**config.mk**
```make
export PLATFORM = sky130hd
export DESIGN_NAME = seq_divider_16by8
export DESIGN_NICKNAME = d
export VERILOG_FILES = /design/src/rtl/mac_pkg.sv /design/src/rtl/seq_divider_16by8_div_step.sv /design/src/rtl/seq_divider_16by8.sv
export SDC_FILE = /design/constraint.sdc
export NUM_CORES = 1
export LEC_CHECK = 0
export ABC_CLOCK_PERIOD_IN_PS = 3050
export CAP_MARGIN = 20
export CORE_MARGIN = 2
export CORE_UTILIZATION = 45
export CTS_CLUSTER_SIZE = 24
export DETAILED_ROUTE_END_ITERATION = 10
export HOLD_SLACK_MARGIN = 0.1
export PLACE_DENSITY = 0.73
export SYNTH_ARGS = -nofsm -noshare
export SYNTH_HDL_FRONTEND = slang
export SYNTH_HIERARCHICAL = 1
export SYNTH_SLANG_ARGS = --single-unit
```
**constraint.sdc**
```tcl
create_clock -name clock -period 3.05 [get_ports clock]
set_clock_uncertainty 0.15 [all_clocks]
set_input_delay 0.61 -clock clock [delete_from_list [all_inputs] [get_ports clock]]
set_output_delay 0.61 -clock clock [all_outputs]
set_load 0.005 [all_outputs]
```
**src/rtl/mac_pkg.sv**
```systemverilog
// Constants shared between the MAC unit and the sequential divider that
// follows it: datapath widths and the divider FSM state encoding.
package mac_pkg;

  // Dividend/quotient width (the MAC accumulator width) and the
  // divisor/remainder width (the MAC operand width).
  localparam int MAC_DW = 16;
  localparam int MAC_VW = 8;

  // Divider FSM states
  localparam logic [1:0] ST_IDLE = 2'd0;
  localparam logic [1:0] ST_RUN  = 2'd1;
  localparam logic [1:0] ST_DONE = 2'd2;

endpackage

```
**src/rtl/seq_divider_16by8_div_step.sv**
```systemverilog
// One restoring-division step. The step is purely combinational.
//   r_in   : partial remainder, always < d on entry
//   bit_in : next dividend bit shifted in at the bottom
//   d      : divisor (nonzero)
//   r_out  : partial remainder after the step, again < d
//   q_bit  : quotient bit produced by this step
module div_step #(
  parameter int VW = 8
) (
  input  logic [VW-1:0] r_in,
  input  logic          bit_in,
  input  logic [VW-1:0] d,
  output logic [VW-1:0] r_out,
  output logic          q_bit
);

  logic [VW:0] shl;
  logic [VW:0] diff;

  // r_in < d means shl <= 2d-1. With no borrow, shl-d < d, so the top bit
  // of diff is 0. With a borrow, the wrapped result is above 2^VW, so the
  // top bit is 1. The top bit therefore acts as the borrow flag.
  assign shl   = {r_in, bit_in};
  assign diff  = shl - {1'b0, d};
  assign q_bit = ~diff[VW];
  assign r_out = q_bit ? diff[VW-1:0] : shl[VW-1:0];

endmodule

```
**src/rtl/seq_divider_16by8.sv**
```systemverilog
// Sequential restoring divider, DW-bit dividend by VW-bit divisor.
// It produces one quotient bit per clock and uses a start/busy/done handshake.
//   clock, reset_n : rising-edge clock; async active-low reset
//   start          : request, accepted in IDLE or DONE only
//   dividend       : DW-bit dividend, captured on the accepting edge
//   divisor        : VW-bit divisor, captured on the accepting edge
//   busy           : high while iterating (DW cycles)
//   done           : one-cycle result-valid pulse
//   quotient       : result, held until the next result is produced
//   remainder      : result, held until the next result is produced
//   div_by_zero    : set with done when the divisor was zero
module seq_divider_16by8
  import mac_pkg::*;
#(
  parameter int DW = MAC_DW,
  parameter int VW = MAC_VW
) (
  input  logic          clock,
  input  logic          reset_n,
  input  logic          start,
  input  logic [DW-1:0] dividend,
  input  logic [VW-1:0] divisor,
  output logic          busy,
  output logic          done,
  output logic [DW-1:0] quotient,
  output logic [VW-1:0] remainder,
  output logic          div_by_zero
);

  localparam int CW = $clog2(DW);

  logic [1:0]    state_q, state_d;
  logic [DW-1:0] q_q, q_d;       // dividend shifting out / quotient shifting in
  logic [VW-1:0] r_q, r_d;       // partial remainder, always < divisor
  logic [VW-1:0] d_q, d_d;
  logic [CW-1:0] cnt_q, cnt_d;
  logic [DW-1:0] quot_q, quot_d;
  logic [VW-1:0] rem_q, rem_d;
  logic          dbz_q, dbz_d;

  logic [VW-1:0] step_r;
  logic          step_q;

  div_step #(.VW(VW)) u_step (
    .r_in   (r_q),
    .bit_in (q_q[DW-1]),
    .d      (d_q),
    .r_out  (step_r),
    .q_bit  (step_q)
  );

  always_comb begin
    state_d = state_q;
    q_d     = q_q;
    r_d     = r_q;
    d_d     = d_q;
    cnt_d   = cnt_q;
    quot_d  = quot_q;
    rem_d   = rem_q;
    dbz_d   = dbz_q;
    case (state_q)
      ST_IDLE, ST_DONE: begin
        state_d = ST_IDLE;
        if (start) begin
          q_d   = dividend;
          d_d   = divisor;
          r_d   = '0;
          cnt_d = CW'(DW - 1);
          if (divisor == '0) begin
            // The iterations are skipped and the defined result is delivered next cycle.
            state_d = ST_DONE;
            quot_d  = '1;
            rem_d   = dividend[VW-1:0];
            dbz_d   = 1'b1;
          end else begin
            state_d = ST_RUN;
            dbz_d   = 1'b0;
          end
        end
      end
      ST_RUN: begin
        q_d   = {q_q[DW-2:0], step_q};
        r_d   = step_r;
        cnt_d = cnt_q - 1'b1;
        if (cnt_q == '0) begin
          state_d = ST_DONE;
          quot_d  = {q_q[DW-2:0], step_q};
          rem_d   = step_r;
        end
      end
      default: state_d = ST_IDLE;
    endcase
  end

  always_ff @(posedge clock or negedge reset_n) begin
    if (!reset_n) begin
      state_q <= ST_IDLE;
      q_q     <= '0;
      r_q     <= '0;
      d_q     <= '0;
      cnt_q   <= '0;
      quot_q  <= '0;
      rem_q   <= '0;
      dbz_q   <= 1'b0;
    end else begin
      state_q <= state_d;
      q_q     <= q_d;
      r_q     <= r_d;
      d_q     <= d_d;
      cnt_q   <= cnt_d;
      quot_q  <= quot_d;
      rem_q   <= rem_d;
      dbz_q   <= dbz_d;
    end
  end

  assign busy        = (state_q == ST_RUN);
  assign done        = (state_q == ST_DONE);
  assign quotient    = quot_q;
  assign remainder   = rem_q;
  assign div_by_zero = dbz_q;

endmodule
```
==> results.toml, run 1 <==
[power_and_ir_drop]
comb_power_share = 0.532
p_sw_w = 0.00177
p_int_w = 0.00289
peakVddDrop_v = 0.000503
swShare = 0.380
sequentialPowerShare = 0.322
p_per_area_mw_per_mm2 = 1170
finalPower_w = 0.00466
p_clk_frac = 0.146
p_leak_nw = 1.80

[sta]
period_minus_slack_ps = 2820
hold_viol = 0
slew_viol_final = 0
worst_slew_pin_slew_ps = 740
max_freq_mhz = 355
setup_viol = 0
fin_tns_setup_ps = 0
min_period_over_period = 0.923
layout_setup_ws_ps = 233
rsz0062_at_grt = "false"
relSlewSlack = 0.505

[synth]
synthTopCellsByArea = "dfrtp_1, mux2i_1, nand2_1"
synth_common_cells = "dfrtp_1, nand2_1, nor2_1, mux2i_1, a21oi_1"
yosys.area.top_type_share = 0.501
syn_inst = 321
synth-edff-count = 0
synth_most_common_cell = "dfrtp_1"
syn_area_mm2 = 0.00315
ys_async_sr_fraction = 1.00
ys_types = 43
synth_area_leader_cell = "dfrtp_1"
synth_flop_cell = "dfrtp_1"
ys_seq_elements = 63
seq_area_frac_synth = 0.501
syn-num-nets = 358
ys_warn_count = 6
syn_area_per_cell_um2 = 9.81

[finish]
insertedDiodeCount = 0
drive_gt1_frac = 0.103
post-route-util = 0.586
syn_to_final_growth_pct = 26.4
num-fill-cells = 582
fin_nets = 409

[detailed_routing]
num_vias = 2497
wire_per_inst_um = 14.9
vias_per_cell = 5.28
drt-pass1-iter-count = 4
drt_iter0_drc = 183
drc = 0
ant_nets = 0
wl_um = 7050

[floorplanning]
die_h_um = 87.6
ios = 54
die_w_um = 87.6
core_area_mm2 = 0.00679
rows = 30
initial_utilization = 0.463
die_area_mm2 = 0.00768

[worst_setup_path]
r2r_cells = 11
crit_top_cell = "inv_1"
startpoint_type = "register"
worstSetupPathDepth = 11
path_cells = "inv_1, ha_1, inv_1, fa_1, a21o_1, a21oi_2, o31ai_4, xor2_4, mux2_2, mux2i_1, o21ai_1"
critPathTopFamily = "compound AO/OA/AOI/OAI gates"
cp-end-kind = "register"
crit_path_top_delay_cell = "fa_1"
critPathKind = "register to register"
required_ps = 3120
cp_max_fo = 10
arrival_ps = 2880
path_buf_inv = 2
max_stage_delay_ps = 400

[place]
place_hpwl_um = 5000
pre_cts_ws_ps = 244
portBuffers = 53
gp_congestion = 0.794

[global_route]
grt_usage = 0.199
grt_pass1_vias = 2401
grt_pass1_wl_um = 11700
grt_overflow_total = 0
grt_max_degree = 59
antenna_found_initial = 0

[cts]
cts.sink_count = 63
insertion_delay_ps = 340
path_clk_slew_ps = 70
postCtsSetupRepairBufs = 0
cts-htree-levels = 3
cts_root_buf = "clkbuf_8"
numCtsBuffers = 9
cts_tree = "built"
cts.repair.resized = 0
cts_hold_buf = 0
cts_buffer_depth = 2

[min_path]
hold_path_class = "input port to asynchronous set/reset pin"

[job]
cap_violations = 0

[run_status]
status = "completed"
registers in the layout, indices dropped and copies added (netlist names):
| register | count |
|---|---|
| q_q | 16 |
| quotient | 16 |
| d_q | 8 |
| r_q | 8 |
| remainder | 8 |
| cnt_q | 4 |
| state_q | 2 |
| div_by_zero | 1 |
worst register-to-register path, delay by kind of cell (launching register included):
| kind | cells | cell delay (ps) |
|---|---|---|
| adder cells (fa/ha/maj) | 2 | 560 |
| AO/OA/AOI/OAI | 4 | 600 |
| buffers and inverters | 2 | 120 |
| flip-flops | 1 | 370 |
| XOR/XNOR | 1 | 340 |
| multiplexers | 2 | 540 |
layout by cell type, fill, tap and decap left out, types with 2 or more instances in the layout:
cell type,synthesis,final
nand3_1,10,10
xnor2_1,2,2
or4_1,2,2
mux2_2,7,7
ha_1,9,9
clkbuf_1,16,2
xor2_1,2,2
a31oi_1,2,2
a211oi_1,2,2
clkdlybuf4s50_1,0,52
inv_1,11,11
buf_4,0,4
nor2_1,38,38
o21ai_1,8,8
dfrtp_1,63,63
a22o_1,8,8
nand2_1,45,45
mux2i_1,25,25
o21ai_0,19,19
buf_12,0,2
nand2b_1,4,4
clkbuf_8,0,12
a21oi_1,21,21
through the flow:
step,cell area (um^2),hold slack (ps),instances
floorplan,3150,164,321
global placement,3790,310,457
detailed placement,3790,319,457
CTS,3980,197,473
global route,3980,236,473
finish,3980,181,473
kinds of logic after synthesis:
logic type	after synthesis	synth area share
adders and majority gates	10	0.0421
DFF	63	0.501
buffers and inverters	31	0.0401
AOI/OAI and AO/OA	70	0.138
and+or+nand+nor	109	0.151
muxes	33	0.108
xor gates and xnor gates	5	0.0199
routing by layer:
metal	global-route usage	up-vias	wire, um
li1	-	1205	-
met1	0.273	1212	3180
met2	0.317	67	3370
met3	0.0283	13	332
met4	0.0881	0	164
met5	0	-	0
final cells by class:
class                      count  area [um^2]  area share
multi-input combinational    227         1460       0.366
tap                           96          120      0.0302
clock buffer                  14          173      0.0434
sequential                    63         1580       0.396
inverter                      12         45.0      0.0113
timing repair buffer          59          596       0.150
clock inverter                 2         13.8     0.00346
power groups by stage:
stage               clock (W)  sequential (W)  combinational (W)
floorplan                   0         0.00145            0.00176
global placement            0         0.00150            0.00239
detailed placement          0         0.00152            0.00247
CTS                  0.000689         0.00150            0.00248
global route         0.000726         0.00155            0.00277
finish               0.000678         0.00150            0.00248
path summary, 6_finish.rpt:
| kind | slack [ps] | end | startpoint |
|---|---|---|---|
| setup reg to reg | 230 | remainder[4] | q_q[15] |
| min in group clock | 330 | d_q[6] | d_q[6] |
| max in group asynchronous | 1940 | r_q[4] | reset_n |
| setup / recovery | 230 | remainder[4] | q_q[15] |
| hold reg to reg | 330 | d_q[6] | d_q[6] |
| hold / removal | 180 | q_q[12] | reset_n |
(Power assumes the default switching activity.)
==> run 2, diff against run 1 <==
Settings changed: ABC_AREA set to 1, PLACE_DENSITY 0.73 to 0.72.
==> run 2 against run 1 <==
Via count is 16% higher. Total power is 9.3% higher. Maximum frequency up 15%. Utilization down 1.4 points. Critical endpoint is now remainder[6].
==> results.toml, run 2 <==
[synth]
synth-edff-count = 0
synth_flop_cell = "dfrtp_1"
synth_most_common_cell = "nand2_1"
yosys.area.top_type_share = 0.467
ys_async_sr_fraction = 1.00
synthTopCellsByArea = "dfrtp_1, nand2_1, nand3_1"
ys_warn_count = 6
syn-num-nets = 464
synth_area_leader_cell = "dfrtp_1"
syn_area_mm2 = 0.00338
syn_area_per_cell_um2 = 7.91
ys_seq_elements = 63
syn_inst = 427
ys_types = 31
seq_area_frac_synth = 0.467
synth_common_cells = "nand2_1, dfrtp_1, inv_1, nand3_1, o21ai_0"

[worst_setup_path]
cp_max_fo = 9
crit_top_cell = "nand2_1"
critPathTopFamily = "simple AND/OR/NAND/NOR gates"
path_cells = "inv_1, ha_1, inv_1, fa_1, nand2_1, nand2_1, nand3_2, nand3_4, nand2_8, nand2_1, nand2_1, inv_1, o21ai_0, nand3_1, nand2_1"
required_ps = 3180
max_stage_delay_ps = 410
critPathKind = "register to register"
arrival_ps = 2570
startpoint_type = "register"
cp-end-kind = "register"
crit_path_top_delay_cell = "dfrtp_1"
path_buf_inv = 3

[global_route]
grt_max_degree = 42
grt_usage = 0.194
antenna_found_initial = 0
grt_overflow_total = 0
grt_pass1_vias = 2659
grt_pass1_wl_um = 12800

[finish]
insertedDiodeCount = 0
fin_nets = 518
mostFrequentLayoutCells = "nand2_1, dfrtp_1, clkdlybuf4s50_1, inv_1, nand3_1"
post-route-util = 0.572
stdcell_count = 584
final_cell_area_mm2 = 0.00415
drive_gt1_frac = 0.0948
syn_to_final_growth_pct = 22.7
layout_commonest_cell = "nand2_1"

[power_and_ir_drop]
p_leak_nw = 2.10
p_per_area_mw_per_mm2 = 1230
peakVddDrop_v = 0.000430

[sta]
max_freq_mhz = 410
min_period_over_period = 0.800
hold_viol = 0
fin_tns_setup_ps = 0
rsz0062_at_grt = "false"
layout_setup_ws_ps = 611
worst_slew_pin_slew_ps = 822
slew_viol_final = 0
setup_viol = 0
period_minus_slack_ps = 2440
relSlewSlack = 0.452

[cts]
cts_hold_buf = 0
cts-htree-levels = 3
postCtsSetupRepairBufs = 0
cts_tree = "built"
cts.repair.resized = 0
cts_root_buf = "clkbuf_8"
cts_buffer_depth = 2
insertion_delay_ps = 340
cts.sink_count = 63
path_clk_slew_ps = 70
numCtsBuffers = 9

[detailed_routing]
drc = 0
drt_iter0_drc = 205
wl_um = 7530
vias_per_cell = 4.94
drt-pass1-iter-count = 4
wire_per_inst_um = 12.9
num_vias = 2885
ant_nets = 0

[place]
placed_cell_area_mm2 = 0.00396
place_inst = 569
pre_cts_ws_ps = 632
portBuffers = 53
gp_congestion = 0.763
place_hpwl_um = 5410

[floorplanning]
die_h_um = 90.6
initial_utilization = 0.466
die_w_um = 90.6
rows = 31
ios = 54
core_area_mm2 = 0.00725
die_area_mm2 = 0.00822

[job]
cap_violations = 0

[run_status]
status = "completed"

[min_path]
hold_path_class = "input port to asynchronous set/reset pin"
-- run 2: cell count changes after synthesis, sizes merged, moves of 10 or more --
| cell | delta |
|---|---|
| o21ai | +12 |
| a21oi | -20 |
| clkbuf | -12 |
| mux2i | -25 |
| nand2 | +128 |
| nand3 | +30 |
| inv | +37 |
| buf | +10 |
| nor2 | -26 |
-- run 2: path summary, 6_finish.rpt --
| kind | startpoint | to | cells past startpoint | slack, ps |
|---|---|---|---|---|
| max | q_q[15] | remainder[6] | 15 | 610 |
| min | reset_n | remainder[2] | 1 | 220 |
| max reg2reg | q_q[15] | remainder[6] | 15 | 610 |
| min reg2reg | quotient[11] | quotient[11] | 2 | 320 |
| max in group asynchronous | reset_n | q_q[9] | 2 | 1820 |
| min in group clock | quotient[11] | quotient[11] | 2 | 320 |
-- run 2: metrics by stage --
stage          power (W)  hold slack (ps)
5_1_grt          0.00559              278
3_5_place_dp     0.00441              308
3_3_place_gp     0.00432              304
4_1_cts          0.00512              248
2_1_floorplan    0.00359              164
6_report         0.00509              220
-- run 2: area by class of cell --
cell class,count,area (um^2)
Sequential cell,63,1580
Timing Repair Buffer,60,578
Multi-Input combinational cell,298,1490
Tap cell,99,124
Inverter,49,186
Fill cell,698,3110
Clock buffer,12,145
Clock inverter,3,43.8
-- run 2: power by group --
part | switching, W | internal [W]
clock network | 0.000309 | 0.000396
registers | 0.000224 | 0.00125
logic | 0.00172 | 0.00119
total | 0.00226 | 0.00283
-- run 2: per-layer routing --
| layer | global-route usage | wire, um |
|---|---|---|
| met3 | 0.0376 | 402 |
| met2 | 0.290 | 3400 |
| met4 | 0.0795 | 82 |
| met1 | 0.278 | 3650 |
| met5 | 0 | 0 |
-- run 2: worst reg2reg max path, stage by stage, from the launching register on --
cell     delay, ps
dfrtp_1        410
inv_1           70
ha_1           130
inv_1           60
fa_1           400
nand2_1         90
nand2_1         90
nand3_2        120
nand3_4        160
nand2_8        150
nand2_1         60
nand2_1         60
inv_1           50
o21ai_0        190
nand3_1        110
nand2_1         80
-- run 2: cell families after synthesis --
| kind of cell | count (synthesis) | share of synthesized area |
|---|---|---|
| flip-flops | 63 | 0.467 |
| buffers and inverters | 66 | 0.0918 |
| XOR/XNOR | 3 | 0.00778 |
| AND/OR/NAND/NOR | 235 | 0.304 |
| adder cells (fa/ha/maj) | 10 | 0.0393 |
| AO/OA/AOI/OAI | 50 | 0.0904 |
==> run 3, diff against run 2 <==
Settings changed: ABC_CLOCK_PERIOD_IN_PS 3050 to 2200, PLACE_DENSITY 0.72 to 0.75.
Clock period 3.05 ns to 2.2 ns, I/O delays scaled along.
==> run 3 against run 2 <==
Via count increased by 5.0%. Critical path depth unchanged. First-iteration DRC count up 12%. The run now ends with setup timing left. Cell area rose by 6.7%. Clock power rose by 62%. Critical path type unchanged. Critical endpoint is now remainder[2]. Register-to-register slack lost 660 ps. Sequential share of layout area down 2.4 points. Utilization grew 3.8 points. Global-route usage grew 1.1 points. Setup slack worse by 660 ps. Final cell count up 3.6%. Non-clock buffer count increased by 18.
==> results.toml, run 3 (synthesis results as in run 2) <==
[worst_setup_path]
path_buf_inv = 4
critPathKind = "register to register"
max_stage_delay_ps = 380
required_ps = 2280
path_cells = "inv_1, ha_2, inv_2, fa_2, nand2_2, nand2_4, nand3_4, nand3_4, buf_6, nand3_1, nand2_2, inv_2, o21ai_1, nand3_1, nand2_1"
r2r_cells = 15
arrival_ps = 2340
cp_max_fo = 6
critPathTopFamily = "simple AND/OR/NAND/NOR gates"
crit_path_top_delay_cell = "dfrtp_1"
worstSetupPathDepth = 15
startpoint_type = "register"
cp-end-kind = "register"

[sta]
hold_viol = 0
layout_setup_ws_ps = -53.1
slew_viol_final = 0
min_period_over_period = 1.02
period_minus_slack_ps = 2250
max_freq_mhz = 444
fin_tns_setup_ps = -198
relSlewSlack = 0.572
worst_slew_pin_slew_ps = 642
rsz0062_at_grt = "true"
setup_viol = 7

[power_and_ir_drop]
p_per_area_mw_per_mm2 = 1800
peakVddDrop_v = 0.000689
p_leak_nw = 2.22
finalPower_w = 0.00796

[detailed_routing]
vias_per_cell = 5.01
drt_iter0_drc = 229
num_vias = 3030
drc = 0
ant_nets = 0
wire_per_inst_um = 13.1
drt-pass1-iter-count = 5
wl_um = 7930

[floorplanning]
rows = 31
die_area_mm2 = 0.00822
core_area_mm2 = 0.00725
ios = 54
die_w_um = 90.6
initial_utilization = 0.466
die_h_um = 90.6

[cts]
insertion_delay_ps = 340
path_clk_slew_ps = 80
cts-htree-levels = 3
cts_tree = "built"
numCtsBuffers = 9
cts.sink_count = 63
cts_root_buf = "clkbuf_8"
cts_buffer_depth = 2

[min_path]
min_delay_path_depth = 2
hold_path_class = "register to register"

[global_route]
grt_max_degree = 41
grt_pass1_wl_um = 13500
antenna_found_initial = 0
grt_usage = 0.206
grt_pass1_vias = 2908
grt_overflow_total = 0

[place]
portBuffers = 53
gp_congestion = 0.966
place_hpwl_um = 5800
placed_cell_area_mm2 = 0.00408
pre_cts_ws_ps = -113

[finish]
drive_gt1_frac = 0.172
final_cell_area_mm2 = 0.00442
mostFrequentLayoutCells = "nand2_1, dfrtp_1, clkdlybuf4s50_1, inv_1, nand3_1"
insertedDiodeCount = 0
syn_to_final_growth_pct = 31.0
fin_nets = 538
layout_commonest_cell = "nand2_1"

[run_status]
violations = "setup timing"
status = "complete, but fails checks"

[job]
cap_violations = 0
run 3: timing repair:
| action | in CTS | in global routing |
|---|---|---|
| endpoints found under the setup margin | 11 | 17 |
| buffers inserted | 0 | 4 |
| gates resized for setup | 6 | 26 |
| pin swaps | 6 | 22 |
| cloned | 1 | 1 |
| hold buffers | 1 | 0 |
| endpoints found under the hold margin | 23 | 0 |
run 3: final timing paths:
| path | from | to | slack [ps] |
|---|---|---|---|
| max | q_q[15] | remainder[2] | -50 |
| min | quotient[9] | quotient[9] | 320 |
| max reg2reg | q_q[15] | remainder[2] | -50 |
| min reg2reg | quotient[9] | quotient[9] | 320 |
| max in group asynchronous | reset_n | r_q[3] | 840 |
| min in group asynchronous | reset_n | quotient[3] | 520 |
run 3: worst reg2reg max path, delay by kind of cell (launching register included):
kind | cells | cell delay (ps)
and+or+nand+nor | 8 | 680
adders and majority gates | 2 | 530
DFF | 1 | 380
buffers and inverters | 4 | 330
AOI/OAI and AO/OA | 1 | 60
run 3: area by class of cell:
type / instances / area [um^2]
Timing Repair Buffer: 78 / 744
Fill cell: 652 / 2830
Multi-Input combinational cell: 300 / 1570
Sequential cell: 63 / 1580
Tap cell: 99 / 124
Clock buffer: 9 / 124
Inverter: 49 / 186
Clock inverter: 7 / 104
run 3: where the power goes:
part           switching [W]  total [W]  leakage (nW)  internal (W)
clock network       0.000492    0.00114         0.115      0.000653
registers           0.000309    0.00204         0.770       0.00173
logic                0.00271    0.00478          1.33       0.00207
run 3: metrics by stage:
stage	hold WS (ps)	cells	util
floorplan	-5.59	427	-
global placement	303	582	0.562
detailed placement	308	582	0.562
CTS	327	600	0.599
global route	346	605	0.610
finish	323	605	0.610
run 3: metal layers:
metal,track usage,vias to the layer above,routed length [um]
met1,0.283,1432,3760
met4,0.0962,0,197
li1,-,1508,-
met3,0.0351,17,329
met5,0,-,0
met2,0.318,73,3650
